$ cat src/rtl/alu_control_unit.sv
// alu_control_unit: ALU operation decode for the single-cycle MIPS core plus an
// iterative multiply/divide unit (shift-add / restoring shift-subtract) with
// HI/LO registers and a PC stall while an operation is in flight.
// Optional macro SIGNED_MULDIV_EN adds signed mult (011000) and div (011010).
module alu_control_unit #(
   parameter int WIDTH = 32
) (
   input  logic             clk,
   input  logic             rstN,
   input  logic             valid,
   input  logic [1:0]       aluOp,
   input  logic [5:0]       funct,
   input  logic [WIDTH-1:0] rsData,
   input  logic [WIDTH-1:0] rtData,
   output logic [3:0]       operation,
   output logic             illegal,
   output logic [1:0]       hiLoSel,
   output logic             stall,
   output logic [WIDTH-1:0] hi,
   output logic [WIDTH-1:0] lo
);

   localparam int CNT_W = (WIDTH > 1) ? $clog2(WIDTH) : 1;

   typedef enum logic [1:0] {
      IDLE = 2'b00,
      RUN  = 2'b01,
      DONE = 2'b10
   } state_t;

   state_t             r_state;
   state_t             w_state_nxt;
   logic [CNT_W-1:0]   r_count;
   logic [WIDTH-1:0]   r_rem;      // multiply: product high half; divide: partial remainder
   logic [WIDTH-1:0]   r_quo;      // multiply: multiplier/product low half; divide: dividend/quotient
   logic [WIDTH-1:0]   r_b;        // multiplicand or divisor magnitude
   logic [WIDTH-1:0]   r_a;        // original dividend, returned in HI on divide by zero
   logic               r_div;
   logic               r_b_zero;
   logic               r_neg_q;    // quotient/product must be negated
   logic               r_neg_r;    // remainder must be negated
   logic [WIDTH-1:0]   r_hi;
   logic [WIDTH-1:0]   r_lo;

   logic               w_illegal_raw;
   logic               w_muldiv;
   logic               w_is_div;
   logic               w_signed;
   logic               w_start;
   logic               w_last;
   logic               w_a_neg;
   logic               w_b_neg;
   logic [WIDTH-1:0]   w_a_mag;
   logic [WIDTH-1:0]   w_b_mag;
   logic [WIDTH:0]     w_sum;
   logic [WIDTH:0]     w_shift;
   logic               w_ge;
   logic [WIDTH-1:0]   w_diff;
   logic [WIDTH-1:0]   w_rem_nxt;
   logic [WIDTH-1:0]   w_quo_nxt;
   logic [2*WIDTH-1:0] w_prod;
   logic [WIDTH-1:0]   w_hi_res;
   logic [WIDTH-1:0]   w_lo_res;

   // Decode aluOp/funct into the ALU code, HI/LO select and mul/div request.
   always_comb begin
      // NOTE: every output of a combinational block gets a default first so no path leaves it unassigned (no latch).
      operation     = 4'b0010;
      hiLoSel       = 2'b00;
      w_illegal_raw = 1'b0;
      w_muldiv      = 1'b0;
      w_is_div      = 1'b0;
      w_signed      = 1'b0;
      case (aluOp)
         2'b00: operation = 4'b0010;
         2'b01: operation = 4'b0110;
         2'b11: operation = 4'b0001;
         default: begin
            case (funct)
               6'b100000, 6'b100001: operation = 4'b0010;
               6'b100010, 6'b100011: operation = 4'b0110;
               6'b100100:            operation = 4'b0000;
               6'b100101:            operation = 4'b0001;
               6'b100111:            operation = 4'b1100;
               6'b101010:            operation = 4'b0111;
               6'b010000:            hiLoSel   = 2'b01;
               6'b010010:            hiLoSel   = 2'b10;
               6'b011001:            w_muldiv  = 1'b1;
               6'b011011: begin
                  w_muldiv = 1'b1;
                  w_is_div = 1'b1;
               end
`ifdef SIGNED_MULDIV_EN
               6'b011000: begin
                  w_muldiv = 1'b1;
                  w_signed = 1'b1;
               end
               6'b011010: begin
                  w_muldiv = 1'b1;
                  w_is_div = 1'b1;
                  w_signed = 1'b1;
               end
`endif
               default:              w_illegal_raw = 1'b1;
            endcase
         end
      endcase
   end

   assign illegal = valid & w_illegal_raw;
   assign w_start = valid & w_muldiv;
   assign w_last  = (r_count == CNT_W'(WIDTH - 1));

   // Operand magnitudes; signs are reapplied when the result is written.
   assign w_a_neg = w_signed & rsData[WIDTH-1];
   assign w_b_neg = w_signed & rtData[WIDTH-1];
   assign w_a_mag = w_a_neg ? -rsData : rsData;
   assign w_b_mag = w_b_neg ? -rtData : rtData;

   // One iteration of shift-add multiply or restoring shift-subtract divide.
   always_comb begin
      w_sum     = {1'b0, r_rem} + {1'b0, (r_quo[0] ? r_b : '0)};
      w_shift   = {r_rem, r_quo[WIDTH-1]};
      w_ge      = (w_shift >= {1'b0, r_b});
      w_diff    = w_shift[WIDTH-1:0] - r_b;
      w_rem_nxt = w_sum[WIDTH:1];
      w_quo_nxt = {w_sum[0], r_quo[WIDTH-1:1]};
      if (r_div) begin
         w_rem_nxt = w_ge ? w_diff : w_shift[WIDTH-1:0];
         w_quo_nxt = {r_quo[WIDTH-2:0], w_ge};
      end
   end

   // Sign fix-up and divide-by-zero override for the value written to HI/LO.
   always_comb begin
      w_prod   = {w_rem_nxt, w_quo_nxt};
      w_hi_res = r_neg_q ? w_prod[2*WIDTH-1:WIDTH] : w_rem_nxt;
      w_lo_res = w_quo_nxt;
      if (r_neg_q) begin
         w_prod = -{w_rem_nxt, w_quo_nxt};
      end
      if (r_div) begin
         w_lo_res = r_neg_q ? -w_quo_nxt : w_quo_nxt;
         w_hi_res = r_neg_r ? -w_rem_nxt : w_rem_nxt;
         if (r_b_zero) begin
            w_lo_res = '1;
            w_hi_res = r_a;
         end
      end else begin
         w_hi_res = w_prod[2*WIDTH-1:WIDTH];
         w_lo_res = w_prod[WIDTH-1:0];
      end
   end

   // FSM state register.
   always_ff @(posedge clk or negedge rstN) begin
      // NOTE: sequential state uses non-blocking assignment so all flops update together at the edge.
      if (!rstN) r_state <= IDLE;
      else       r_state <= w_state_nxt;
   end

   // Next state and stall; stall is forced low while reset is asserted.
   always_comb begin
      w_state_nxt = r_state;
      stall       = 1'b0;
      case (r_state)
         IDLE: begin
            if (w_start) begin
               stall       = 1'b1;
               w_state_nxt = RUN;
            end
         end
         RUN: begin
            stall = 1'b1;
            if (w_last) w_state_nxt = DONE;
         end
         default: w_state_nxt = IDLE;
      endcase
      stall = stall & rstN;
   end

   // Operand capture, iteration, and the single HI/LO write at the last step.
   always_ff @(posedge clk or negedge rstN) begin
      if (!rstN) begin
         r_count  <= '0;
         r_rem    <= '0;
         r_quo    <= '0;
         r_b      <= '0;
         r_a      <= '0;
         r_div    <= 1'b0;
         r_b_zero <= 1'b0;
         r_neg_q  <= 1'b0;
         r_neg_r  <= 1'b0;
         r_hi     <= '0;
         r_lo     <= '0;
      end else if (r_state == IDLE && w_start) begin
         r_count  <= '0;
         r_rem    <= '0;
         r_quo    <= w_a_mag;
         r_b      <= w_b_mag;
         r_a      <= rsData;
         r_div    <= w_is_div;
         r_b_zero <= (rtData == '0);
         r_neg_q  <= w_a_neg ^ w_b_neg;
         r_neg_r  <= w_a_neg;
      end else if (r_state == RUN) begin
         r_rem   <= w_rem_nxt;
         r_quo   <= w_quo_nxt;
         r_count <= r_count + CNT_W'(1);
         if (w_last) begin
            r_hi <= w_hi_res;
            r_lo <= w_lo_res;
         end
      end
   end

   assign hi = r_hi;
   assign lo = r_lo;

endmodule
$ cat config.mk
export PLATFORM = sky130hd
export DESIGN_NAME = alu_control_unit
export DESIGN_NICKNAME = d
export VERILOG_FILES = /design/src/rtl/alu_control_unit.sv
export SDC_FILE = /design/constraint.sdc
export NUM_CORES = 1
export LEC_CHECK = 0
export ABC_AREA = 1
export CAP_MARGIN = 20
export CORE_MARGIN = 1.5
export CORE_UTILIZATION = 28
export CTS_CLUSTER_DIAMETER = 30
export DETAILED_ROUTE_END_ITERATION = 12
export PLACE_DENSITY_LB_ADDON = 0.1
export SKIP_LAST_GASP = 1
export SYNTH_ARGS = -nofsm -noshare
export SYNTH_HDL_FRONTEND = slang
export SYNTH_SLANG_ARGS = --single-unit
$ cat constraint.sdc
create_clock -name clk -period 3.5 [get_ports clk]
set_input_delay 0.35 -clock clk [delete_from_list [all_inputs] [get_ports clk]]
set_output_delay 0.35 -clock clk [all_outputs]
set_load 0.01 [all_outputs]
Yosys cells after proc, flatten, opt, wreduce, memory -nomap -nowiden
Cells that the tools add are included.

Flip-flop bits (word level): 201. Bits in latches: 0. Bits in writable memories: 0. Bits in read-only memories: 0. Input bits: 75. Output and inout bits: 72. Word-level logic and storage cells: 76. Memories: 0.

Add/subtract/negate cells: 3. Multiply operators: 0. Divide/modulo/power cells: 0. Order comparisons: 1. Equal/unequal tests: 18. Shifts and indexed selects: 0. Muxes and demuxes: 29. Bitwise gates (word level): 4. Reduce and logical (&&, ||, !) cells: 11.

Operators with widths (count): two-way mux 32 bit (12); == test 6 bit, second input constant (8); adder 32 x 32 -> 33 bit (1); >= comparator 33 x 32 -> 1 bit (1); logical NOT 32 bit (1); subtractor 32 bit (1); == test 6 x 5 -> 1 bit, second input constant (4); case mux 4 bit (5 select lines) (1); case mux 4 bit (3 select lines) (1); OR reduction 12 bit (1); two-way mux 5 bit (2); case mux 2 bit (2 select lines) (2); two-way mux 1 bit (7); two-way mux 2 bit (3); adder 5 x 1 -> 5 bit, second input constant (1); == test 5 bit, second input constant (1); == test 2 x 1 -> 1 bit, second input constant (2); logical NOT 2 bit (2); != test 2 bit, second input constant (2); OR reduction 2 bit (2); AND 1 bit (3); AND reduction 3 bit (1); OR reduction 3 bit (1); == test 2 bit, second input constant (1); 5 further kinds (5).

Longest topological paths before layout
Depth in word-level cells: 8. Mapped depth: 20. Depth with buffers taken out: 18.

Worst setup path before layout
Ideal clock, no wire load.

Path kind: reg-to-reg. Start point: register r_quo[0]. End point: register r_hi[15], in the netlist hi[15]. Library setup time: 0.077 ns. Arrival time: 2.250 ns. Data required time: 3.423 ns. Slack: 1.173 ns. Cell stages (with the launch flop): 18. Path buffers: 2. Period minus slack after synthesis: 2.327 ns. Path through: dfrtp_1 clkbuf_1 clkbuf_1 nand2_1 inv_1 fa_1 nand2_1 nand3_1 and2_1 a21oi_1 inv_1 nand3_1 nand2_1 nand2_1 nand3_1 nand2_1 nand2_1 a21oi_1.

Cells in the longest elaborated chain, start to end: 5.

RTL lines: start, declared (RTL line 35) `logic [WIDTH-1:0] r_quo;`; start signal, assigned (RTL line 199) `r_quo <= w_a_mag;`; start signal, assigned (RTL line 208) `r_quo <= w_quo_nxt;`; two-way mux 32 bit * (RTL line 122) `w_sum = {1'b0, r_rem} + {1'b0, (r_quo[0] ? r_b : '0)};`; adder 32 x 32 -> 33 bit * (RTL line 122); two-way mux 32 bit * (RTL line 128) `if (r_div) begin`; two-way mux 32 bit (RTL line 145) `if (r_b_zero) begin`; two-way mux 32 bit * (RTL line 142) `if (r_div) begin`; end signal, assigned (RTL line 211) `r_hi <= w_hi_res;`; end, declared (RTL line 42) `logic [WIDTH-1:0] r_hi;`.

Mark *: on every way between the ends. The rest lies on a longest branch, timed or not. A chain may end at the register's enable or synchronous reset.

Final worst setup path
Start point: register r_quo[0]. End point: register r_rem[27].

Cells in the longest elaborated chain, start to end: 5.

RTL lines: two-way mux 32 bit (RTL line 122); adder 32 x 32 -> 33 bit (RTL line 122); two-way mux 32 bit (RTL line 128); two-way mux 32 bit (RTL line 206) `end else if (r_state == RUN) begin`; two-way mux 32 bit (RTL line 196) `end else if (r_state == IDLE && w_start) begin`; end signal, assigned (RTL line 207) `r_rem <= w_rem_nxt;`; end, declared (RTL line 34) `logic [WIDTH-1:0] r_rem;`.

Every way passes these cells. The select of a mux whose other input is x is not followed.

==> results.txt <==
----------------------------------------------------
[Status]
  Outcome ... finished, final reports clean

[Timing]
  Unrepaired setup endpoints after global routing ... no
  Worst hold slack ... about 0.30 ns
  Final min period ... around 3.1 ns
  Maximum operating frequency ... 0.327 GHz
  Final worst clock skew ... ~0.016 ns
  Pin slew with the least headroom to its limit ... 1.06 ns
  Final Slew Violations ... 0
  Sum of negative setup slack ... 0 ns
  Final critical-path share of the clock period ... 0.873
  Worst slew margin relative to its limit ... 0.295
  Number of hold violations in the final report ... 0
  Final setup violation count ... 0

[Synthesis]
  Synth Area per Inst ... 6.55 um^2
  Number of library cell types mapped by synthesis ... 48
  Count of mapped cells out of synthesis ... 2266
  Cell Area, Synth ... 14800 um^2
  Sequential-to-total area share from yosys stat ... 0.339
  Async SR Flop Fraction ... 1.00
  Synthesized net count ... 2409
  EDFF count, synth ... 0
  Most used flip-flop cell after synthesis ... dfrtp_1
  Synthesis Warnings ... 0
  Synthesized flop and latch total ... 201

[Drt]
  Total via count in the routed design ... 15100
  Total length of routed wires ... 59.9 mm
  Number of DRC violations after detailed-routing iteration 0 ... 1076
  Vias per std cell ... 4.75
  Number of nets still failing antenna checks after routing ... 0
  Drt pass-1 iters ... 5
  Remaining design rule violation count ... 0
  Routed wire per std cell ... about 19 um

[Clock tree]
  Clock net sink count ... 201
  H-tree depth ... 3
  Insertion delay of the later-clocked pin in the worst-skew pair ... between 0.5 and 0.6 ns
  Setup Fix Bufs, Post-CTS ... 0
  Clk slew on worst S/H paths ... about 0.04 ns
  Clock Root Buffer ... clkbuf_16
  CTS tree ... yes
  Deepest clock path buffer count ... 3
  TritonCTS buffer count ... 69

[Floorplanning]
  Number of placement rows ... between 80 and 90
  I/O pin total ... 147
  Floorplan core area ... 52400 um^2
  Starting density of the core ... 0.283
  Die height ... around 230 um
  Width of the die ... 233 um
  Die outline area ... roughly 54000 um^2

[Pwr]
  Pwr Density ... 760 nW/um^2
  Worst voltage drop across the vdd grid ... 384 uV
  Leakage power total ... 10.2 nW

[Cells and area]
  Fillcell total ... 5627
  Layout overhead on the synthesized area ... 32.6%
  Final antenna diode count ... 0
  Final net count ... 2576
  Share of layout cells above drive strength 1 ... 0.0888
  Sequential cell area ... slightly above 5000 um^2
  Total area of multi-input combinational cells ... approximately 7900 um^2
  Post-route standard cell area excluding fillers ... roughly 20000 um^2

[Critical path]
  CP Data Arrival Time ... 3.51 ns
  Depth of the worst register-to-register path ... 17
  Category of the critical setup timing path ... flip-flop to flip-flop
  Setup crit end kind ... flip-flop
  Crit start category ... flip-flop
  CP max FO ... 32
  Required arrival time at the worst endpoint ... 3.96 ns

[Hold path]
  Class of the tightest hold or removal check ... primary input to asynchronous set/reset pin

[Global routing]
  Wire length of the first global-routing pass ... between 90 and 100 mm
  Overall fraction of global-route tracks in use ... 0.223
  Initial antenna violation count ... 0
  Total overflow reported by the global router ... 0
  Pin count of the biggest net entering global routing ... between 100 and 150
  Vias in the first global route ... 15300

[Placed design]
  Quantity of I/O buffers inserted on ports ... 146
  Post-Place Cell Area ... 17100 um^2
  Routability Congestion ... around 0.94
  DP Wirelength ... around 46 mm

[Job]
  Number of maximum-capacitance violations ... 0

----------------------------------------------------
-- per-layer routing --
metal,vias to the layer above,global-route usage,routed length [um]
met2,390,0.343,26000
met3,71,0.0476,3720
li1,7530,-,-
met1,7103,0.312,29000
met4,0,0.0667,1220
met5,-,0,0
-- synth_stat cells (all sizes together), types with 15 or more instances --
cell	instances	area share
or2	22	0.0093
inv	403	0.10
nand3	127	0.043
nand4	39	0.016
nor3	17	0.0075
dfrtp	201	0.34
nand2	696	0.18
a2bb2oi	35	0.021
clkbuf	47	0.012
xnor2	15	0.0089
nor2	179	0.049
buf	31	0.012
o21ai	223	0.075
a21oi	106	0.037
ha	66	0.056
-- worst max-delay path: stages (launching register included) --
cell and delay, ns:
dfrtp_1 0.42, buf_12 0.22, nand2_1 0.07, inv_1 0.07
ha_1 0.22, fa_1 0.21, nand2_1 0.09, nand3_1 0.10
and2_1 0.25, a21oi_1 0.12, o21ai_0 0.45, nand2_1 0.20
nand2_1 0.10, nand2_1 0.05, nand3_1 0.13, nand2_1 0.07
nand2_1 0.06, o21ai_0 0.09
-- cells in the final DEF, fill, tap and decap left out, drive strengths merged, types with 5 or more instances in the layout --
master,netlist,final
nand4,39,39
or2,22,22
a21oi,106,106
a2bb2oi,35,35
nand3,127,127
o21ai,223,223
nand3b,7,7
clkbuf,47,95
nor2,179,179
bufinv,0,12
a21boi,8,8
o22ai,5,5
o21bai,7,7
o21a,6,6
clkinv,2,21
xnor2,15,15
dfrtp,201,201
buf,31,28
inv,403,404
clkdlybuf4s50,0,145
ha,66,66
nand2,696,696
nor3,17,17
-- kinds of logic (layout without fill, tap and decap cells) --
family,count (synthesis),count (layout),share of synthesized area
fa+ha+maj,68,68,0.0584
compound gates,400,400,0.150
flops,201,201,0.339
buf+inv,483,706,0.127
simple gates,1095,1095,0.314
xor+xnor,19,19,0.0112
-- power by group --
group / internal (W) / switching (W) / total (W)
logic: 0.00176 / 0.00333 / 0.00509
clock network: 0.00494 / 0.00185 / 0.00679
registers: 0.00275 / 0.000313 / 0.00306
-- final timing paths --
kind	start	to	slack (ns)
worst max-delay path	r_quo[0]	r_rem[27]	0.45
worst min-delay path	rstN	r_quo[11]	0.30
worst max register to register	r_quo[0]	r_rem[27]	0.45
worst min register to register	lo[8]	lo[8]	0.48
max in group asynchronous	rstN	r_b[17]	2.00
min in group clk	rtData[28]	r_b[28]	0.35
-- layout make-up --
class,instances,area share
multi-input cells,1582,0.403
flip-flops and latches,201,0.256
clock buffers,95,0.104
repair buffers,174,0.0886
inverters,405,0.0774
well taps,688,0.0438
clock inverters,32,0.0272
-- state kept, by name, indices dropped and copies added, names as in the netlist --
register	cells
r_a	32
r_count	5
r_b	32
r_div	1
r_rem	32
r_quo	32
r_state	2
r_b_zero	1
lo	32
hi	32
-- timing repair --
| action | CTS | global route |
|---|---|---|
| gates resized for setup | 0 | 0 |
| hold buffers | 1 | 0 |
| endpoints found under the setup margin | 0 | 0 |
| endpoints found under the hold margin | 27 | 0 |
-- per-stage QoR --
step,worst slack [ns],util,power [W],instances
2_1_floorplan,1.17,-,0.00625,2266
3_3_place_gp,0.442,0.326,0.00817,3049
3_5_place_dp,0.432,0.326,0.00815,3049
4_1_cts,0.426,0.375,0.0151,3177
5_1_grt,0.139,0.375,0.0158,3177
6_report,0.446,0.375,0.0149,3177
Power figures use the tool's default switching activity.
